**config.mk**
```make
export PLATFORM = sky130hd
export DESIGN_NAME = f1_start_seq
export DESIGN_NICKNAME = d
export VERILOG_FILES = /design/src/rtl/f1_pkg.sv /design/src/rtl/f1_lfsr16.sv /design/src/rtl/f1_start_seq.sv
export SDC_FILE = /design/constraint.sdc
export NUM_CORES = 1
export LEC_CHECK = 0
export BUFFER_PORTS_ARGS = -buffer_cell sky130_fd_sc_hd__buf_2
export CAP_MARGIN = 20
export CORE_MARGIN = 2
export CORE_UTILIZATION = 54
export CTS_CLUSTER_DIAMETER = 40
export CTS_CLUSTER_SIZE = 24
export DETAILED_ROUTE_END_ITERATION = 8
export GPL_TIMING_DRIVEN = 0
export PLACE_DENSITY = 0.83
export SLEW_MARGIN = 5
export SYNTH_ARGS = -nofsm -noshare
export SYNTH_HDL_FRONTEND = slang
export SYNTH_HIERARCHICAL = 1
export SYNTH_SLANG_ARGS = --single-unit
export TNS_END_PERCENT = 20
```
**constraint.sdc**
```tcl
create_clock -name clk -period 2 [get_ports clk]
set_input_delay 0.2 -clock clk [delete_from_list [all_inputs] [get_ports clk]]
set_output_delay 0.2 -clock clk [all_outputs]
set_load 0.02 [all_outputs]
```
**src/rtl/f1_pkg.sv**
```systemverilog
// Shared types and constants for the F1 start-light sequencer.
package f1_pkg;

  typedef enum logic [1:0] {
    IDLE = 2'd0,
    FILL = 2'd1,
    HOLD = 2'd2
  } seq_state_t;

  localparam int unsigned LFSR_W    = 16;
  localparam logic [15:0] LFSR_TAPS = 16'hB400;

  // One right-shifting Galois step for x^16+x^14+x^13+x^11+1
  function automatic logic [LFSR_W-1:0] lfsr_step(input logic [LFSR_W-1:0] s);
    return s[0] ? ((s >> 1) ^ LFSR_TAPS) : (s >> 1);
  endfunction

endpackage

```
**src/rtl/f1_lfsr16.sv**
```systemverilog
// Free-running 16-bit Galois LFSR; steps every clk and never reaches zero from a non-zero seed.
module f1_lfsr16
  import f1_pkg::*;
#(
  parameter logic [15:0] SEED = 16'hACE1
) (
  input  logic        clk,
  input  logic        rst,
  output logic [15:0] q
);

  always_ff @(posedge clk or posedge rst) begin
    if (rst) q <= SEED;
    else     q <= lfsr_step(q);
  end

endmodule

```
**src/rtl/f1_start_seq.sv**
```systemverilog
// F1 start-light sequencer: fills lamps one per tick, holds for a (pseudo-random) time,
// then extinguishes them and pulses lights_out as the reaction-timer reference.
module f1_start_seq
  import f1_pkg::*;
#(
  parameter int unsigned N_LIGHTS  = 8,
  parameter int unsigned HOLD_MIN  = 2,
  parameter int unsigned RAND_EN   = 1,
  parameter int unsigned RAND_W    = 4,
  parameter logic [15:0] LFSR_SEED = 16'hACE1
) (
  input  logic                clk,
  input  logic                rst,
  input  logic                en,
  input  logic                trigger,
  input  logic                auto_mode,
  input  logic                abort,
  output logic [N_LIGHTS-1:0] data_out,
  output logic                busy,
  output logic                lights_out
);

  localparam int unsigned CNT_W = $clog2(HOLD_MIN + 2**RAND_W + 1);

  seq_state_t          state_q, state_d;
  logic [N_LIGHTS-1:0] data_d;
  logic [CNT_W-1:0]    cnt_q, cnt_d;
  logic [CNT_W-1:0]    hold_load;
  logic                lights_out_d;
  logic                busy_d;
  logic [15:0]         lfsr_q;

  f1_lfsr16 #(
    .SEED (LFSR_SEED)
  ) u_lfsr (
    .clk (clk),
    .rst (rst),
    .q   (lfsr_q)
  );

  // Hold count sampled from the LFSR on the tick that lights the last lamp
  always_comb begin
    hold_load = CNT_W'(HOLD_MIN);
    if (RAND_EN != 0) hold_load = CNT_W'(HOLD_MIN) + CNT_W'(lfsr_q[RAND_W-1:0]);
  end

  always_ff @(posedge clk or posedge rst) begin
    if (rst) begin
      state_q    <= IDLE;
      data_out   <= '0;
      cnt_q      <= '0;
      lights_out <= 1'b0;
      busy       <= 1'b0;
    end else begin
      state_q    <= state_d;
      data_out   <= data_d;
      cnt_q      <= cnt_d;
      lights_out <= lights_out_d;
      busy       <= busy_d;
    end
  end

  always_comb begin
    state_d      = state_q;
    data_d       = data_out;
    cnt_d        = cnt_q;
    lights_out_d = 1'b0;

    if (abort) begin
      state_d = IDLE;
      data_d  = '0;
      cnt_d   = '0;
    end else begin
      unique case (state_q)
        IDLE: begin
          data_d = '0;
          if (trigger || auto_mode) state_d = FILL;
        end
        FILL: begin
          if (en) begin
            data_d = {data_out[N_LIGHTS-2:0], 1'b1};
            if (&data_out[N_LIGHTS-2:0]) begin
              state_d = HOLD;
              cnt_d   = hold_load;
            end
          end
        end
        HOLD: begin
          if (en) begin
            if (cnt_q != '0) begin
              cnt_d = cnt_q - CNT_W'(1);
            end else begin
              data_d       = '0;
              lights_out_d = 1'b1;
              state_d      = IDLE;
            end
          end
        end
        default: begin
          state_d = IDLE;
          data_d  = '0;
          cnt_d   = '0;
        end
      endcase
    end

    busy_d = (state_d != IDLE);
  end

endmodule
```
; ---- Word-level counts from Yosys, hierarchy flattened
; Index checks and enable logic that the tools add are counted.
[op_classes]
addsub = 2
bitwise = 1
n_eq_ne = 8
n_reduce_logical = 7
muxes = 23
[op_table]
columns = cell, n
row1 = 8-bit 2-to-1 mux, 4
row2 = 5-bit 2-to-1 mux, 5
row3 = 16-bit 2-to-1 mux, 1
row4 = 8-bit case mux with 2 select lines, 1
row5 = 3-bit inequality test (second input constant), 5
row6 = 5-bit case mux with 3 select lines, 1
row7 = 2-bit 2-to-1 mux, 6
row8 = 7-bit AND reduction, 1
row9 = 2-bit case mux with 3 select lines, 1
row10 = 2-bit by 4-bit adder with 5-bit output (first input constant), 1
row11 = 5-bit AND reduction, 1
row12 = 5-bit nonzero test, 1
row13 = 5-bit by 1-bit subtractor with 5-bit output (second input constant), 1
row14 = 1-bit 2-to-1 mux, 4
row15 = 3-bit NOT with 4-bit output, 1
row16 = 3-bit AND reduction, 1
row17 = 2-bit by 1-bit equality test with 1-bit output (second input constant), 1
row18 = 2-bit equality test (second input constant), 1
row19 = 2-bit logical NOT, 1
row20 = 2-bit inequality test (second input constant), 1
row21 = 2-bit nonzero test, 1
row22 = 1-bit logical OR, 1
[word_totals]
regBits = 33
in_bits = 6
out_inout_bits = 10

; ---- Logic depth before layout (Yosys ltp)
; Gate-level depths: netlist of run 1.
[depth]
ltp_word = 6
depth_mapped = 8

; ---- Modules after synthesis
; Netlist of run 1, hierarchy kept.
[by_module_without_submodules]
columns = module, instances, area_each_um2, seq_area_each_um2, cells_per_inst
row1 = f1_start_seq, 1, 1094.8, 425.4, 115
row2 = f1_lfsr16, 1, 440.4, 410.4, 20

; ---- Worst setup path before layout of run 1
; No wires, ideal clock.
[synth_timing]
path_kind = flip-flop to flip-flop
startpoint = register state_q[1]
endpoint = register cnt_q[2]
required_time_ns = 1.865
arrival_time_ns = 1.509
path_buffers = 0
setup_ns = 0.135
path_stages_with_launch = 7
slack_ns = 0.357
cell_sequence = dfrtp_1 -> inv_1 -> ha_1 -> nor3_1 -> o32ai_4 -> o31ai_1 -> o41ai_1
[synth_between]
elab_chain_len = 3
word_cells_on_any_way = 11
classes_between = 7 x eq/ne / 2 x mux / 2 x reduce/logical
[synth_lines]
columns = item, line_no
row1 = start: declaration, f1_start_seq.sv:25  ; seq_state_t state_q, state_d;
row2 = start signal: assignment, f1_start_seq.sv:55  ; state_q <= state_d;
row3 = 2-bit equality test (tied with other cells), f1_start_seq.sv:74  ; unique case (state_q)
row4 = 3-bit inequality test (no line) (tied with other cells), --
row5 = 5-bit AND reduction (no line) / 5-bit 2-to-1 mux (equally long branches), --
row6 = end signal: assignment, f1_start_seq.sv:57  ; cnt_q <= cnt_d;
row7 = end: declaration, f1_start_seq.sv:27  ; logic [CNT_W-1:0] cnt_q, cnt_d;
; Parallel ways exist; a longest one is shown, timed or not.
; A chain may end at the register's enable or synchronous reset.

; ---- Worst setup path in the final report of run 1
[layout_timing]
startpoint = register state_q[1]
endpoint = register data_out[0]
[layout_between]
elab_chain_len = 3
word_cells_on_any_way = 8
classes_between = 5 x eq/ne / 2 x mux / 1 x reduce/logical
[layout_lines]
columns = item, line_no
row1 = 2-bit equality test / 2-bit by 1-bit equality test with 1-bit output (equally long branches), f1_start_seq.sv:74
row2 = 3-bit inequality test (no line) / 8-bit case mux with 2 select lines (equally long branches), --
row3 = 3-bit AND reduction (no line) / 8-bit 2-to-1 mux (equally long branches), --
row4 = end signal: assignment, f1_start_seq.sv:56  ; data_out <= data_d;
row5 = end: declaration, f1_start_seq.sv:18  ; output logic [N_LIGHTS-1:0] data_out,
; Parallel ways exist; a longest one is shown, timed or not.

==> metrics, run 1 <==
status=finished clean; initial antenna violation count=0; area delta synth->final=11.7%; CTS tree=done; RSZ-0062 raised after global routing=false; multi-input logic area=626 sq um; clk sinks=33; Fin Setup TNS=0 ns; power per cell area=692 mW/mm^2; FILL cells=214; DP Cell Count=181; post-synthesis cell type count=38; Avg Cell Area, Syn=11.4 sq um; worst-margin pin slew=0.668 ns; Rows=19; IO Count=16; synth warn=6; effective utilization at floorplan=56.2%; residual DRC count=0; CTS clk-pin slew, worst paths=0.11 ns; Num CTS Buffers=5; Finished Layout Cells=189; GRT Util Overall=approximately a fifth; arrival time worst endpoint=around 2.1 ns; worst min-delay path class=input pin to flop; leakage dissipation=0.814 nW; wire length per cell=roughly 15 um; combinational share of power=14.3%; sequential share of the synthesized area=a little over half; CP Max Fanout=10; Setup crit end kind=flop; Synth top area share=40.7%; Worst VDD drop=0.454 mV; max-slew violations=0; post-DR vias/cell=around 5.7; maximum clock frequency=548 MHz; gr ovfl total=0; Yosys reg bits=33; synth top area cells=dfrtp_1 41%, dfstp_2 14%, ha_1 4.9%; die height=57.3 um; vias in the first global route=1038; fin crit share=91.3%; sequential standard cell area=~840 sq um; Clock Latency Late Sink=0.33 ns; Setup Fix Bufs, Post-CTS=0; Post-synth EDFFs=0; layout cells sized above 1=between 20 and 30%; Synth Flop Type=dfrtp_1; wirelength, routed=2800 um; asr flop ratio synth=100%; Final Hold Viols=0; Vias=1068; slowest CP cell=dfrtp_1; sequential power share=about 58%; DP HPWL=between 1500 and 2000 um; clock power share=approximately 28%; Setup Viol. Count Final=0; Switch Pwr=0.000316 W; H-tree depth=2; Root Buffer=clkbuf_4; clock buffer depth=2; Final Net Count=170; port bufs=15; first-pass GRT wire length=4880 um; post-synthesis instance total=135; RD Place Congestion=0.866; largest net degree at the start of global routing=18; synthesized cell area=0.00154 sq mm; Initial DRT Pass Iterations=4; type of origin of the critical path=flop; Antenna Violating Nets Remaining=0; CP required=2.23 ns; syn_nets=147; Ant. Diodes=0; critical path's largest stage delay=0.42 ns; DIE AREA=0.00329 sq mm; core area=0.00273 sq mm; Sw Ratio=between 20% and 30%; Die X=57.3 um; max capacitance violation total=0; Crit Path Class=flop to flop; cell taking the most area after synthesis=dfrtp_1; Worst Skew=0.0195 ns; Worst slew margin=55.4%; fin crit period=1.83 ns; CP cell instances=inv_1, ha_1, clkbuf_4, o21bai_1, o22ai_2, mux2_2; 1st-iter DRT viols=60; Pint=0.000871 W
[synthesized netlist by cell type (2+ instances only)]
cell type / count
o31ai_1: 2
ha_1: 6
nand2_1: 17
dfrtp_1: 25
nand2b_1: 3
inv_1: 11
o21ai_0: 5
buf_6: 2
buf_2: 3
a32oi_1: 2
dfstp_2: 8
o41ai_1: 4
a22oi_1: 2
nor2_1: 6
o21ai_1: 6
nor3_1: 4
xor2_1: 5
a21oi_1: 4
[cell families (layout without fill, tap and decap cells)]
family / count (synthesis) / in the layout / share of synthesized area (%)
AND/OR/NAND/NOR: 40 / 40 / 13.9
AO/OA/AOI/OAI: 34 / 34 / 18.1
flip-flops: 33 / 33 / 54.4
buffers and inverters: 16 / 39 / 5.13
adder cells (fa/ha/maj): 6 / 6 / 4.89
XOR/XNOR: 5 / 5 / 2.85
multiplexers: 1 / 1 / 0.733
[layer usage]
metal | global-route usage, % | part of all wire (%)
met5 | 0 | 0
met4 | 5.98 | 1.4
met3 | 6.80 | 4.0
met2 | 32.2 | 51
met1 | 25.2 | 44
[final cells by class]
class | count | area share [%]
flip-flops and latches | 33 | 48.7
multi-input cells | 86 | 36.5
repair buffers | 16 | 4.96
plain buffers | 5 | 2.48
clock buffers | 6 | 2.41
inverters | 11 | 2.41
well taps | 31 | 2.26
clock inverters | 1 | 0.292
[layout by cell type (no fill, tap or decap), drive strengths merged, types with 2 or more instances in the layout]
cell / netlist / layout
o41ai: 5 / 5
nor3: 4 / 4
dfrtp: 25 / 25
inv: 11 / 11
nor2b: 2 / 2
buf: 5 / 19
nand2b: 3 / 3
a32oi: 2 / 2
nor2: 6 / 6
nand2: 17 / 17
dfstp: 8 / 8
a21oi: 4 / 4
ha: 6 / 6
a22oi: 2 / 2
o21ai: 12 / 12
xor2: 5 / 5
o31ai: 2 / 2
clkbuf: 0 / 7
[worst max-delay path: cells and delay by family (launching register included)]
family          cells  cell delay, ns
compound gates      2            0.36
fa+ha+maj           1            0.23
buf+inv             2            0.35
flops               1            0.42
mux                 1            0.37
[stage by stage]
| step | total power [W] | hold slack, ns | setup slack [ns] | utilization [%] | area, sq um |
|---|---|---|---|---|---|
| final | 0.00119 | 0.150 | 0.175 | 62.7 | 1720 |
| after CTS | 0.00120 | 0.135 | 0.105 | 62.4 | 1710 |
| after global routing | 0.00125 | 0.134 | 0.0180 | 62.7 | 1720 |
| after global placement | 0.000853 | 0.266 | 0.217 | 60.3 | 1650 |
| after floorplan | 0.000819 | 0.108 | 0.357 | - | 1540 |
| after detailed placement | 0.000859 | 0.284 | 0.136 | 60.3 | 1650 |
[path summary, 6_finish.rpt]
check	depth (start not counted)	slack, ns	to	startpoint
worst max register to register	6	0.17	data_out[0]	state_q[1]
worst max-delay path	6	0.17	data_out[0]	state_q[1]
worst min register to register	0	0.36	u_lfsr/q[5]	u_lfsr/q[6]
min in group asynchronous	3	0.47	u_lfsr/q[2]	rst
max in group asynchronous	3	1.04	cnt_q[0]	rst
worst min-delay path	3	0.15	lights_out	en
[flip-flops by register name (all words and copies together), names as in the netlist]
register and count:
lights_out 1, cnt_q 5, busy 1, u_lfsr/q 16, state_q 2, data_out 8
[power by group through the flow]
stage	Clock [W]	Sequential, W	Combinational (W)
floorplan	0	0.000704	0.000115
global placement	0	0.000696	0.000157
detailed placement	0	0.000696	0.000163
CTS	0.000352	0.000684	0.000165
global route	0.000378	0.000685	0.000189
finish	0.000334	0.000684	0.000170
[what timing repair did]
item	CTS	global route
endpoints found under the setup margin	0	10
hold buffers	1	0
resized for setup	0	4
hold endpoints to repair	24	0
Power figures use the tool's default switching activity.
==> run 2, diff against run 1 <==
- CORE_MARGIN: 2 -> 5
- SYNTH_HIERARCHICAL: 1 -> not set
- TNS_END_PERCENT: 20 -> 10
==> metrics, run 2 <==
status=finished clean; Yosys reg bits=33; RD Place Congestion=0.804; CP Max Fanout=8; type of origin of the critical path=flop; DP HPWL=1900 um; fin crit share=a little over nine tenths; Post-synth EDFFs=0; final hold slack=roughly 0.16 ns; H-tree depth=2; Final Hold Viols=0; Final Net Count=163; cell taking the most area after synthesis=dfrtp_1; fin crit period=between 1.5 and 2 ns; clock buffer depth=2; Synth Flop Type=dfrtp_1; maximum clock frequency=~520 MHz; Num CTS Buffers=5; vias in the first global route=1080; Clock Latency Late Sink=between 0.3 and 0.4 ns; max-slew violations=0; Setup Viol. Count Final=0; Root Buffer=clkbuf_4; max capacitance violation total=0; Worst slew margin=between 50% and 60%; most frequent cells in the layout=25 x dfrtp_1, 18 x inv_1, 16 x buf_2; Die X=62.6 um; die height=62.6 um; Ant. Diodes=0; FILL cells=223; Most flops, register=u_lfsr.q; Rows=19; post-synthesis cell type count=42; post-synthesis instance total=127; syn_nets=139; Synth top area share=41.8%; Worst VDD drop=0.517 mV; Setup crit end kind=flop; layout cells sized above 1=28.3%; Largest register FFs=16; core area=~0.0027 sq mm; GRT Util Overall=16.1%; most frequent cell after synthesis=dfrtp_1; worst setup margin=0.0906 ns; Largest regs=u_lfsr.q (16), data_out (8), cnt_q (5); IO Count=16; largest net degree at the start of global routing=20; gr ovfl total=0; residual DRC count=0; wire length per cell=14.8 um; post-DR vias/cell=5.54; worst min-delay path class=input pin to flop; Vias=1013; Crit Path Class=flop to flop; first-pass GRT wire length=between 4000 and 5000 um; 1st-iter DRT viols=43; synth warn=0; CTS clk-pin slew, worst paths=0.11 ns; CP required=2.22 ns; Initial DRT Pass Iterations=4; sequential share of the synthesized area=roughly 56%; synthesized cell area=0.00150 sq mm; clk sinks=33; initial antenna violation count=0; DIE AREA=0.00392 sq mm; worst-margin pin slew=0.637 ns; power per cell area=roughly 700 mW/mm^2; most common cell after layout, fill and taps aside=dfrtp_1; synth cell count leaders=25 x dfrtp_1, 18 x inv_1, 9 x nand2_1; DP Worst Slack=0.124 ns; leakage dissipation=0.808 nW; asr flop ratio synth=100%; CTS tree=done; wirelength, routed=2710 um; area delta synth->final=14.2%; Avg Cell Area, Syn=around 12 sq um; Antenna Violating Nets Remaining=0; port bufs=15; Worst Skew=0.00732 ns; effective utilization at floorplan=55.2%; arrival time worst endpoint=roughly 2.1 ns; synth top area cells=dfrtp_1 42%, dfstp_2 14%, ha_1 5.0%
[run 2: cell types whose count changed in the layout (fill, tap and decap cells not counted), moves of 2 or more]
cell / before / now
nor3_1: 3 / 1
mux2i_1: 0 / 7
o211ai_1: 1 / 4
o21ai_0: 5 / 3
nand2_1: 17 / 9
nor2_1: 6 / 3
o21ai_1: 6 / 0
inv_1: 11 / 18
o41ai_1: 4 / 0
and4_1: 1 / 3
nand2b_1: 3 / 1
[run 2: worst paths after layout]
check,endpoint,slack (ns),cells after the start,from
setup / recovery,data_out[0],0.09,6,cnt_q[0]
hold reg to reg,u_lfsr.q[3],0.36,0,u_lfsr.q[4]
setup reg to reg,data_out[0],0.09,6,cnt_q[0]
hold / removal,lights_out,0.16,2,en
min in group asynchronous,u_lfsr.q[12],0.51,3,rst
max in group asynchronous,u_lfsr.q[5],0.90,4,rst
[run 2: layout make-up]
cell class	instances	area, sq um	share of cell area, %
plain buffers	3	30.0	1.76
clock buffers	5	37.5	2.20
clock inverters	3	17.5	1.03
inverters	18	67.6	3.96
multi-input cells	73	568	33.3
flip-flops and latches	33	836	48.9
well taps	31	38.8	2.27
repair buffers	17	113	6.59
[run 2: cell families after synthesis]
logic type / synth area share [%]
flops: 55.9
simple gates: 11.4
compound gates: 13.1
buf+inv: 6.53
mux: 5.69
fa+ha+maj: 5.02
xor+xnor: 2.34
[run 2: per-layer routing]
metal  track usage [%]  wire, um  vias up
met4              7.96        75        0
met5                 0         0        -
li1                  -         -      488
met2              25.5      1280       29
met3              5.58       150        9
met1              19.4      1200      487
[run 2: stage by stage]
stage	instances	total power (W)	instance area [sq um]	setup TNS, ns	utilization [%]
2_1_floorplan	127	0.000790	1500	0	-
3_3_place_gp	173	0.000819	1610	0	59.4
3_5_place_dp	174	0.000831	1640	0	60.4
4_1_cts	183	0.00120	1700	0	62.8
5_1_grt	183	0.00126	1710	-0.0177	63.0
6_report	183	0.00119	1710	0	63.0
[run 2: timing repair]
action,in CTS,in global routing
endpoints found under the setup margin,0,3
hold buffers,1,0
setup buffers,0,0
resized for setup,0,2
endpoints found under the hold margin,10,0
[run 2: critical path, stage by stage (launching register included)]
cell     delay [ns]
dfrtp_1        0.42
inv_1          0.07
ha_1           0.23
or4b_4         0.50
nand2_2        0.12
a21oi_4        0.12
mux2_4         0.33
[run 2: power by group]
| group | switching, W | internal (W) |
|---|---|---|
| logic | 0.0000844 | 0.0000559 |
| registers | 0.00000666 | 0.000676 |
| clock network | 0.000233 | 0.000132 |
| total | 0.000324 | 0.000865 |
